File: config.mk
export PLATFORM = sky130hd
export DESIGN_NAME = bp_cce_lce_cmd_sender
export DESIGN_NICKNAME = d
export VERILOG_FILES = /design/src/rtl/bp_me_pkg.sv /design/src/rtl/bsg_priority_encode.sv /design/src/rtl/bp_cce_lce_cmd_sender.sv
export SDC_FILE = /design/constraint.sdc
export NUM_CORES = 1
export LEC_CHECK = 0
export BUFFER_PORTS_ARGS = -buffer_cell sky130_fd_sc_hd__buf_2
export CORE_ASPECT_RATIO = 1.75
export CORE_MARGIN = 2
export CORE_UTILIZATION = 35
export CTS_CLUSTER_SIZE = 30
export DETAILED_ROUTE_END_ITERATION = 7
export MAX_ROUTING_LAYER = met4
export PLACE_DENSITY = 0.67
export REMOVE_ABC_BUFFERS = 1
export SYNTH_ARGS = -nofsm -noshare
export SYNTH_HDL_FRONTEND = slang
export SYNTH_HIERARCHICAL = 1
export SYNTH_SLANG_ARGS = --single-unit
File: constraint.sdc
create_clock -name clk_i -period 1.6 [get_ports clk_i]
set_input_delay 0.4 -clock clk_i [delete_from_list [all_inputs] [get_ports clk_i]]
set_output_delay 0.4 -clock clk_i [all_outputs]
set_load 0.01 [all_outputs]
File: src/rtl/bp_me_pkg.sv
// Shared CCE/LCE types: processor config table, BedRock command and coherence enums,
// command-sender FSM states, and the LCE command header declaration macro.
package bp_me_pkg;

  typedef enum logic [0:0] {e_bp_default_cfg = 1'b0} bp_params_e;

  typedef struct packed {
    int unsigned num_lce;
    int unsigned lce_id_width;
    int unsigned lce_assoc_width;
    int unsigned paddr_width;
    int unsigned cce_id_width;
  } bp_proc_param_s;

  localparam bp_proc_param_s bp_default_cfg_lp = '{
    num_lce: 32'd4, lce_id_width: 32'd2, lce_assoc_width: 32'd3,
    paddr_width: 32'd40, cce_id_width: 32'd2};

  function automatic bp_proc_param_s bp_proc_param(input bp_params_e cfg);
    bp_proc_param_s p;
    case (cfg)
      e_bp_default_cfg: p = bp_default_cfg_lp;
      default:          p = bp_default_cfg_lp;
    endcase
    return p;
  endfunction

  localparam int bp_cmd_type_width_lp  = 4;
  localparam int bp_coh_state_width_lp = 3;

  typedef enum logic [bp_cmd_type_width_lp-1:0] {
    e_bedrock_cmd_sync      = 4'd0,
    e_bedrock_cmd_set_clear = 4'd1,
    e_bedrock_cmd_inv       = 4'd2,
    e_bedrock_cmd_set_state = 4'd3,
    e_bedrock_cmd_data      = 4'd4
  } bp_bedrock_cmd_type_e;

  typedef enum logic [bp_coh_state_width_lp-1:0] {
    e_COH_I = 3'd0,
    e_COH_S = 3'd1,
    e_COH_E = 3'd2,
    e_COH_F = 3'd3,
    e_COH_M = 3'd6,
    e_COH_O = 3'd7
  } bp_coh_states_e;

  typedef enum logic [1:0] {
    e_cmd_sender_idle     = 2'd0,
    e_cmd_sender_send     = 2'd1,
    e_cmd_sender_wait_ack = 2'd2,
    e_cmd_sender_done     = 2'd3
  } bp_cce_cmd_sender_state_e;

  function automatic int bp_lce_cmd_header_width(input bp_proc_param_s p);
    return bp_coh_state_width_lp + int'(p.lce_assoc_width) + int'(p.cce_id_width)
         + int'(p.lce_id_width) + int'(p.paddr_width) + bp_cmd_type_width_lp;
  endfunction

endpackage

`ifndef BP_ME_DECLARE_LCE_IF
`define BP_ME_DECLARE_LCE_IF
`define DECLARE_BP_BEDROCK_LCE_IF(paddr_width_mp, lce_id_width_mp, cce_id_width_mp, lce_assoc_width_mp) \
  typedef struct packed { \
    bp_coh_states_e                 state; \
    logic [lce_assoc_width_mp-1:0]  way_id; \
    logic [cce_id_width_mp-1:0]     src_id; \
    logic [lce_id_width_mp-1:0]     dst_id; \
    logic [paddr_width_mp-1:0]      addr; \
    bp_bedrock_cmd_type_e           msg_type; \
  } bp_bedrock_lce_cmd_header_s
`endif

File: src/rtl/bsg_priority_encode.sv
// Priority encoder: index of the lowest (lo_to_hi_p=1) or highest set bit; combinational.
// No handshake; v_o flags a non-empty input, addr_o is 0 when empty.
module bsg_priority_encode
  #(parameter int width_p = 4
    , parameter int lo_to_hi_p = 1
    , localparam int addr_width_lp = (width_p > 1) ? $clog2(width_p) : 1
    )
  (input  logic [width_p-1:0]       data_i
   , output logic [addr_width_lp-1:0] addr_o
   , output logic                     v_o
   );

  always_comb begin
    addr_o = '0;
    if (lo_to_hi_p != 0) begin
      for (int k = width_p-1; k >= 0; k--)
        if (data_i[k]) addr_o = addr_width_lp'(k);
    end else begin
      for (int k = 0; k < width_p; k++)
        if (data_i[k]) addr_o = addr_width_lp'(k);
    end
  end

  assign v_o = |data_i;

endmodule

File: src/rtl/bp_cce_lce_cmd_sender.sv
// Broadcasts one BedRock inv/set-state LCE command per sharer; BP_CCE_CMD_SENDER_ACK_EN adds inv-ack collection.
// Latency: start accepted in cycle 0, first command valid in cycle 1, peak one command per cycle.
// Backpressure: command valid and header hold steady until ready-and; excess acks are refused.
module bp_cce_lce_cmd_sender
  import bp_me_pkg::*;
  #(parameter bp_params_e bp_params_p = e_bp_default_cfg
    , localparam bp_proc_param_s proc_lp = bp_proc_param(bp_params_p)
    , localparam int num_lce_p           = int'(proc_lp.num_lce)
    , localparam int lce_id_width_p      = int'(proc_lp.lce_id_width)
    , localparam int lce_assoc_width_p   = int'(proc_lp.lce_assoc_width)
    , localparam int paddr_width_p       = int'(proc_lp.paddr_width)
    , localparam int cce_id_width_p      = int'(proc_lp.cce_id_width)
    , localparam int cnt_width_lp        = $clog2(num_lce_p+1)
    , localparam int lce_cmd_msg_header_width_lp = bp_lce_cmd_header_width(proc_lp)
    )
  (input  logic                                   clk_i
   , input  logic                                 reset_n_i
   , input  logic                                 start_v_i
   , output logic                                 start_ready_o
   , input  logic [bp_cmd_type_width_lp-1:0]      cmd_type_i
   , input  logic [num_lce_p-1:0]                 sharers_i
   , input  logic                                 exclude_v_i
   , input  logic [lce_id_width_p-1:0]            exclude_lce_i
   , input  logic [paddr_width_p-1:0]             paddr_i
   , input  logic [lce_assoc_width_p-1:0]         way_id_i
   , input  logic [bp_coh_state_width_lp-1:0]     state_i
   , input  logic [cce_id_width_p-1:0]            cce_id_i
   , output logic [lce_cmd_msg_header_width_lp-1:0] lce_cmd_header_o
   , output logic                                 lce_cmd_v_o
   , input  logic                                 lce_cmd_ready_and_i
   , input  logic                                 ack_v_i
   , output logic                                 ack_ready_o
   , output logic                                 busy_o
   , output logic                                 done_o
   , output logic [cnt_width_lp-1:0]              sent_count_o
   );

  `DECLARE_BP_BEDROCK_LCE_IF(paddr_width_p, lce_id_width_p, cce_id_width_p, lce_assoc_width_p);

  localparam logic [1:0] idle_s     = e_cmd_sender_idle;
  localparam logic [1:0] send_s     = e_cmd_sender_send;
  localparam logic [1:0] wait_ack_s = e_cmd_sender_wait_ack;
  localparam logic [1:0] done_s     = e_cmd_sender_done;
  localparam logic [cnt_width_lp-1:0] cnt_max_lp = cnt_width_lp'(num_lce_p);

  logic [1:0]                   state_q, state_d;
  logic [num_lce_p-1:0]         mask_q, mask_d;
  bp_bedrock_cmd_type_e         cmd_q, cmd_d;
  logic [paddr_width_p-1:0]     addr_q, addr_d;
  logic [lce_assoc_width_p-1:0] way_q, way_d;
  bp_coh_states_e               coh_q, coh_d;
  logic [cce_id_width_p-1:0]    src_q, src_d;
  logic [cnt_width_lp-1:0]      sent_q, sent_d;

  logic [lce_id_width_p-1:0]    dst_id;
  logic                         mask_v;
  logic [num_lce_p-1:0]         dst_onehot, exclude_mask;
  logic                         start_take, cmd_fire, cmd_ok;
  logic                         ack_wait, acks_done;
  bp_bedrock_lce_cmd_header_s   hdr;

  bsg_priority_encode
   #(.width_p(num_lce_p), .lo_to_hi_p(1))
   dst_enc
    (.data_i(mask_q)
     ,.addr_o(dst_id)
     ,.v_o(mask_v)
     );

  assign start_ready_o = (state_q == idle_s);
  assign busy_o        = ~start_ready_o;
  assign done_o        = (state_q == done_s);
  assign lce_cmd_v_o   = (state_q == send_s) & mask_v;
  assign sent_count_o  = sent_q;

  // Unsupported command types are consumed by the start handshake but start nothing.
  assign cmd_ok     = (cmd_type_i == e_bedrock_cmd_inv) || (cmd_type_i == e_bedrock_cmd_set_state);
  assign start_take = start_v_i & start_ready_o & cmd_ok;
  assign cmd_fire   = lce_cmd_v_o & lce_cmd_ready_and_i;

  assign dst_onehot   = num_lce_p'(1) << dst_id;
  assign exclude_mask = exclude_v_i ? (num_lce_p'(1) << exclude_lce_i) : '0;

`ifdef BP_CCE_CMD_SENDER_ACK_EN
  logic [cnt_width_lp-1:0] ack_q, ack_d;

  assign ack_ready_o = ((state_q == send_s) | (state_q == wait_ack_s))
                     & (cmd_q == e_bedrock_cmd_inv) & (ack_q != cnt_max_lp);
  assign ack_wait    = (cmd_q == e_bedrock_cmd_inv);
  // Compare next-state counts so an ack landing in the final cycle completes without a bubble.
  assign acks_done   = (ack_d == sent_d);

  always_comb begin
    ack_d = ack_q;
    if (start_take)
      ack_d = '0;
    else if (ack_v_i & ack_ready_o)
      ack_d = ack_q + cnt_width_lp'(1);
  end

  always_ff @(posedge clk_i or negedge reset_n_i) begin
    if (!reset_n_i) ack_q <= '0;
    else            ack_q <= ack_d;
  end
`else
  logic unused_ack;
  assign unused_ack  = ack_v_i;
  assign ack_ready_o = 1'b0;
  assign ack_wait    = 1'b0;
  assign acks_done   = 1'b1;
`endif

  always_comb begin
    mask_d = mask_q;
    sent_d = sent_q;
    cmd_d  = cmd_q;
    addr_d = addr_q;
    way_d  = way_q;
    coh_d  = coh_q;
    src_d  = src_q;
    if (start_take) begin
      mask_d = sharers_i & ~exclude_mask;
      sent_d = '0;
      cmd_d  = bp_bedrock_cmd_type_e'(cmd_type_i);
      addr_d = paddr_i;
      way_d  = way_id_i;
      coh_d  = bp_coh_states_e'(state_i);
      src_d  = cce_id_i;
    end else if (cmd_fire) begin
      mask_d = mask_q & ~dst_onehot;
      if (sent_q != cnt_max_lp) sent_d = sent_q + cnt_width_lp'(1);
    end
  end

  always_comb begin
    state_d = state_q;
    unique case (state_q)
      idle_s:     if (start_take) state_d = send_s;
      send_s:     if (mask_d == '0) state_d = (ack_wait && !acks_done) ? wait_ack_s : done_s;
      wait_ack_s: if (acks_done) state_d = done_s;
      default:    state_d = idle_s;
    endcase
  end

  always_ff @(posedge clk_i or negedge reset_n_i) begin
    if (!reset_n_i) begin
      state_q <= idle_s;
      mask_q  <= '0;
      sent_q  <= '0;
      cmd_q   <= bp_bedrock_cmd_type_e'('0);
      addr_q  <= '0;
      way_q   <= '0;
      coh_q   <= bp_coh_states_e'('0);
      src_q   <= '0;
    end else begin
      state_q <= state_d;
      mask_q  <= mask_d;
      sent_q  <= sent_d;
      cmd_q   <= cmd_d;
      addr_q  <= addr_d;
      way_q   <= way_d;
      coh_q   <= coh_d;
      src_q   <= src_d;
    end
  end

  always_comb begin
    hdr          = '0;
    hdr.state    = coh_q;
    hdr.way_id   = way_q;
    hdr.src_id   = src_q;
    hdr.dst_id   = dst_id;
    hdr.addr     = addr_q;
    hdr.msg_type = cmd_q;
  end

  assign lce_cmd_header_o = hdr;

endmodule
# ---- Word-level counts from Yosys, hierarchy flattened
# Cells that the tools add are included.
dict set report totals {
  regBits 61
  in_bits 64
  out_inout_bits 62
  wordCells 49
}
dict set report op_classes {
  addsub 1
  n_eq_ne 8
  shift 2
  muxes 13
  bitwise 9
  reduce_logical 8
}
# operator count
set op_table {}
lappend op_table {{$mux 2} 6}
lappend op_table {{$mux 4} 3}
lappend op_table {{$mux 3} 3}
lappend op_table {{$and 4x4->4} 2}
lappend op_table {{$eq 4x2->1 const B} 2}
lappend op_table {{$not 4->4} 2}
lappend op_table {{$shl 1x2->4 const A} 2}
lappend op_table {{$pmux 2 s3} 1}
lappend op_table {{$and 1x1->1} 4}
lappend op_table {{$eq 2x2->1 const B} 2}
lappend op_table {{$logic_not 4->1} 1}
lappend op_table {{$ne 2x1->1 const B} 2}
lappend op_table {{$reduce_and 2->1} 2}
lappend op_table {{$reduce_bool 2->1} 2}
lappend op_table {{$reduce_or 4->1} 1}
lappend op_table {{$add 3x1->3 const B} 1}
lappend op_table {{$ne 3x3->1 const B} 1}
lappend op_table {{$eq 2x1->1 const B} 1}
lappend op_table {{$logic_not 2->1} 1}
lappend op_table {{$logic_or 1x1->1} 1}
lappend op_table {{$not 1->1} 1}

# ---- Depth between registers and ports, before layout
dict set report depth {
  depth_word 12
  depth_mapped 8
  depth_no_buf 7
}

# ---- Cells and area by module
# Netlist, hierarchy kept.
# module n_inst cells_each area_per_inst_um2 seq_area_each_um2
set modules_own_cells {}
lappend modules_own_cells {bp_cce_lce_cmd_sender 1 295 2623.8 1526.5}
lappend modules_own_cells {bsg_priority_encode 1 7 35.0 0.0}

# ---- Least setup slack after synthesis
# OpenSTA, ideal clock, no wires.
dict set report synth_path {
  kind {register -> register}
  from {reg mask_q[2]}
  to {reg state_q[1]}
  arrival_ns 1.757
  required_time_ns 1.475
  path_slack_ns -0.282
  stages_incl_launch_ff 9
  n_path_buf 1
  cell_sequence {dfrtp_1 -> nand2b_1 -> a21oi_2 -> buf_2 -> nor3_1 -> a21o_1 -> a21oi_1 -> o2bb2ai_2 -> mux2_4}
}
dict set report synth_between {
  elab_chain_len 11
  elab_cells_between_ends 14
}
# item line
set synth_rtl {}
lappend synth_rtl {{start: declaration} bp_cce_lce_cmd_sender.sv:47} ;# logic [num_lce_p-1:0] mask_q, mask_d;
lappend synth_rtl {{start signal: assignment} bp_cce_lce_cmd_sender.sv:157} ;# mask_q <= mask_d;
lappend synth_rtl {{$mux 2 (3 in a row)} bsg_priority_encode.sv:17} ;# if (data_i[k]) addr_o = addr_width_lp'(k);
lappend synth_rtl {{named net lce_cmd_header_o[44]} bp_cce_lce_cmd_sender.sv:28} ;# , output logic [lce_cmd_msg_header_width_lp-1:0] lce_cmd_header_o
lappend synth_rtl {{$shl 1x2->4} bp_cce_lce_cmd_sender.sv:81} ;# assign dst_onehot = num_lce_p'(1) << dst_id;
lappend synth_rtl {{$not 4->4} bp_cce_lce_cmd_sender.sv:130} ;# mask_d = mask_q & ~dst_onehot;
lappend synth_rtl {{$and 4x4->4} bp_cce_lce_cmd_sender.sv:130}
lappend synth_rtl {{$mux 4} bp_cce_lce_cmd_sender.sv:129} ;# end else if (cmd_fire) begin
lappend synth_rtl {{$mux 4} bp_cce_lce_cmd_sender.sv:121} ;# if (start_take) begin
lappend synth_rtl {{$logic_not 4->1} bp_cce_lce_cmd_sender.sv:139} ;# send_s: if (mask_d == '0) state_d = (ack_wait && !acks_done) ? wait_ack_s : done_s;
lappend synth_rtl {{$ne 2x1->1 (no line)} n/a}
lappend synth_rtl {{$reduce_and 2->1 (no line)} n/a}
lappend synth_rtl {{end signal: assignment} bp_cce_lce_cmd_sender.sv:147} ;# state_q <= idle_s;
lappend synth_rtl {{end signal: assignment} bp_cce_lce_cmd_sender.sv:156} ;# state_q <= state_d;
lappend synth_rtl {{end: declaration} bp_cce_lce_cmd_sender.sv:46} ;# logic [1:0] state_q, state_d;
# The timed path passes the listed nets, and every way through them passes these cells.
# A chain may end at the register's enable or synchronous reset.

# ---- Worst setup path in the final report
dict set report layout_path {
  from {reg mask_q[2]}
  to {reg state_q[1]}
}
dict set report layout_between {
  elab_chain_len 11
  elab_cells_between_ends 14
}
# item line
set layout_rtl {}
lappend layout_rtl {{$mux 2 (3 in a row)} bsg_priority_encode.sv:17}
lappend layout_rtl {{$shl 1x2->4} bp_cce_lce_cmd_sender.sv:81}
lappend layout_rtl {{$not 4->4} bp_cce_lce_cmd_sender.sv:130}
lappend layout_rtl {{$and 4x4->4} bp_cce_lce_cmd_sender.sv:130}
lappend layout_rtl {{$mux 4 *} bp_cce_lce_cmd_sender.sv:129}
lappend layout_rtl {{$mux 4 *} bp_cce_lce_cmd_sender.sv:121}
lappend layout_rtl {{$logic_not 4->1 *} bp_cce_lce_cmd_sender.sv:139}
lappend layout_rtl {{$ne 2x1->1 (no line) *} n/a}
lappend layout_rtl {{$reduce_and 2->1 (no line) *} n/a}
# Mark *: on every way between the ends. The rest lies on a longest branch, timed or not.

==> impl_metrics.tcl <==
set metrics [dict create \
    critPathLaunchType "flip-flop" \
    grt_pass1_vias 2477 \
    min_path_type "input pin to async pin" \
    clk_latency_ns 0.32 \
    stdcell_area_mm2 0.00395 \
    die_area_mm2 0.00834 \
    fp.dieW_um 69.9 \
    total_leakage_power_nw 2.28 \
    num_antenna_cells 0 \
    crit_required_ns 1.80 \
    wl_per_cell_um 12.8 \
    syn_to_final_growth_pct 48.5 \
    die_h_um 119 \
    core-area_mm2 0.00746 \
    routed_wl_mm 6.95 \
    maxCapViolations 0 \
    cp_max_fo 4 \
    fmax_ghz 0.566 \
    synth-seq-cells 61 \
    cts_tree "yes" \
    status "finished, violations left" \
    dp_slack_ns -0.254 \
    synth.avg_cell_area_um2 8.80 \
    finalSetupTns_ns -0.579 \
    cts_root_buf "clkbuf_16" \
    synthesis.area_mm2 0.00266 \
    fin_skew_ns 0.00435 \
    slew_viol_final 0 \
    peakVddDrop_uv 695 \
    portBuffers 123 \
    placed_area_mm2 0.00352 \
    report.power.total_w 0.00781 \
    clkSlewWorstSetupHoldPaths_ns 0.05 \
    postLayoutSetupSlackWorst_ns -0.166 \
    viasPerCell 4.63 \
    rsz0062_at_grt "yes" \
    powerDensity_mw_per_mm2 1980 \
    globalplace.congestion 0.787 \
    vias 2514 \
    synth_compound_area_frac 0.0485 \
    synth-warning-count 6 \
    numCtsBuffers 9 \
    antenna_found_initial 0 \
    synth_top_family_by_area "simple AND/OR/NAND/NOR gates" \
    drc 0 \
    ctsHoldBuffers 0 \
    cp_slowest_stage_delay_ns 0.41 \
    final_period_minus_worst_setup_slack_ns 1.77 \
    dr.pass1.iters 4 \
    crit_type "flip-flop to flip-flop" \
    critPathCaptureType "flip-flop" \
    clock_sinks 61 \
    clockBufferDepth 2 \
    overflow 0 \
    grt_usage 0.179 \
    grt_first_pass_wirelength_mm 11.3 \
    hold_viol 0 \
    hold_ws_ns 0.0774 \
    violations "setup timing" \
    postSynthCellCount 302 \
    post-dp-hpwl_mm 5.07 \
    synth-seq-area-share 0.574 \
    synthDistinctLibCells 32 \
    synthXorXnorAreaFrac 0.00659 \
    layout-drive-gt1-share 0.409 \
    ant_nets 0 \
    crit_buf_inv 0 \
    worstPathArrival_ns 1.97 \
    io_pins 126 \
    period_share 1.10 \
    crit_family "compound AO/OA/AOI/OAI gates" \
    muxShareOfSynthArea 0.0188 \
    crit_chain "nand2b_4 > a21oi_4 > mux2i_1 > a31oi_2 > a21oi_2 > o2bb2ai_2 > mux2_4" \
    nets 520 \
    drtIter0Drc 98 \
    finalSetupViolCount 6 \
    initial_core_util 0.356 \
    htree_levels 3 \
    cp_slowest_cell "dfrtp_1" \
    grt_max_degree 62 \
    row_count 42 \
    synth_simple_gate_area_frac 0.287 \
    synthAdderAreaFrac 0.0282 \
]
## layout by cell type, fill, tap and decap left out, types with 3 or more instances in the layout
master     count
nand2_1      156
buf_2        119
dfrtp_1       61
buf_4         25
nand3_1        9
nor2_1         9
clkbuf_16      9
buf_6          7
o21ai_0        5
ha_1           4
inv_1          3
nor3_1         3
clkinv_2       3
## path summary, 6_finish.rpt
| check | start | to | slack [ns] | cells after the start |
|---|---|---|---|---|
| max in group asynchronous | reset_n_i | addr_q[36]$_DFFE_PN0N_ | 1.25 | 2 |
| worst max-delay path | mask_q[2]$_DFF_PN0_ | state_q[1]$_DFFE_PN0P_ | -0.17 | 7 |
| min in group clk_i | paddr_i[8] | addr_q[8]$_DFFE_PN0N_ | 0.26 | 3 |
| worst min register to register | addr_q[27]$_DFFE_PN0N_ | addr_q[27]$_DFFE_PN0N_ | 0.47 | 2 |
| worst min-delay path | reset_n_i | addr_q[8]$_DFFE_PN0N_ | 0.08 | 2 |
| worst max register to register | mask_q[2]$_DFF_PN0_ | state_q[1]$_DFFE_PN0P_ | -0.17 | 7 |
## repair_timing
| action | in CTS | in global routing |
|---|---|---|
| resized for setup | 16 | 6 |
| setup buffers | 3 | 2 |
| setup endpoints to repair | 8 | 10 |
| pin swaps | 5 | 1 |
## layout make-up
type / count / area, um2
inverters: 6 / 25.0
multi-input cells: 220 / 1100
well taps: 88 / 110
repair buffers: 152 / 882
fillers: 701 / 3510
clock inverters: 5 / 75.1
flip-flops and latches: 61 / 1530
clock buffers: 11 / 233
## kinds of logic after synthesis
logic type / after synthesis
simple gates: 190
flops: 61
buf+inv: 21
compound gates: 17
fa+ha+maj: 6
mux: 4
xor+xnor: 2
other cells: 1
## synthesized netlist by cell type (all sizes together)
cell type | n | area share
nand2 | 157 | 0.22
dfrtp | 61 | 0.57
nor2 | 10 | 0.014
nand3 | 9 | 0.017
buf | 8 | 0.017
clkbuf | 7 | 0.0099
ha | 6 | 0.028
inv | 6 | 0.0085
o21ai | 5 | 0.0094
a21oi | 4 | 0.010
and2 | 4 | 0.0099
nor3 | 4 | 0.0075
nand2b | 3 | 0.0071
mux2 | 2 | 0.011
mux2i | 2 | 0.0075
a21o | 1 | 0.0028
a31oi | 1 | 0.0024
and3 | 1 | 0.0024
and4bb | 1 | 0.0047
conb | 1 | 0.0014
nand3b | 1 | 0.0028
o211ai | 1 | 0.0028
o22a | 1 | 0.0033
o22ai | 1 | 0.0024
o2bb2ai | 1 | 0.0056
o311ai | 1 | 0.0033
o32ai | 1 | 0.0061
xnor2 | 1 | 0.0033
xor2 | 1 | 0.0033
## through the flow
step | utilization | cells
after floorplan | - | 287
after detailed placement | 0.471 | 523
after CTS | 0.524 | 541
after global placement | 0.471 | 523
after global routing | 0.529 | 543
final | 0.529 | 543
## report_power, final
group	leakage [nW]	total (W)	switching (W)	internal, W
combinational	1.33	0.00324	0.00163	0.00162
clock	0.153	0.00199	0.000634	0.00135
sequential	0.791	0.00258	0.000385	0.00219
total	2.28	0.00781	0.00265	0.00516
## registers in the layout, summed over array words and instances (netlist names)
register and count:
addr_q 40, state_q 2, cmd_q 4, sent_count_o 3, mask_q 4, way_q 3
coh_q 3, src_q 2
## metal layers
layer	vias to the layer above	GRT usage	wire, um
li1	1241	-	-
met1	1163	0.196	2600
met2	86	0.289	3730
met3	24	0.0389	314
met4	0	0.115	301
met5	-	-	0
Note: power is estimated with default switching activity, not from simulation.
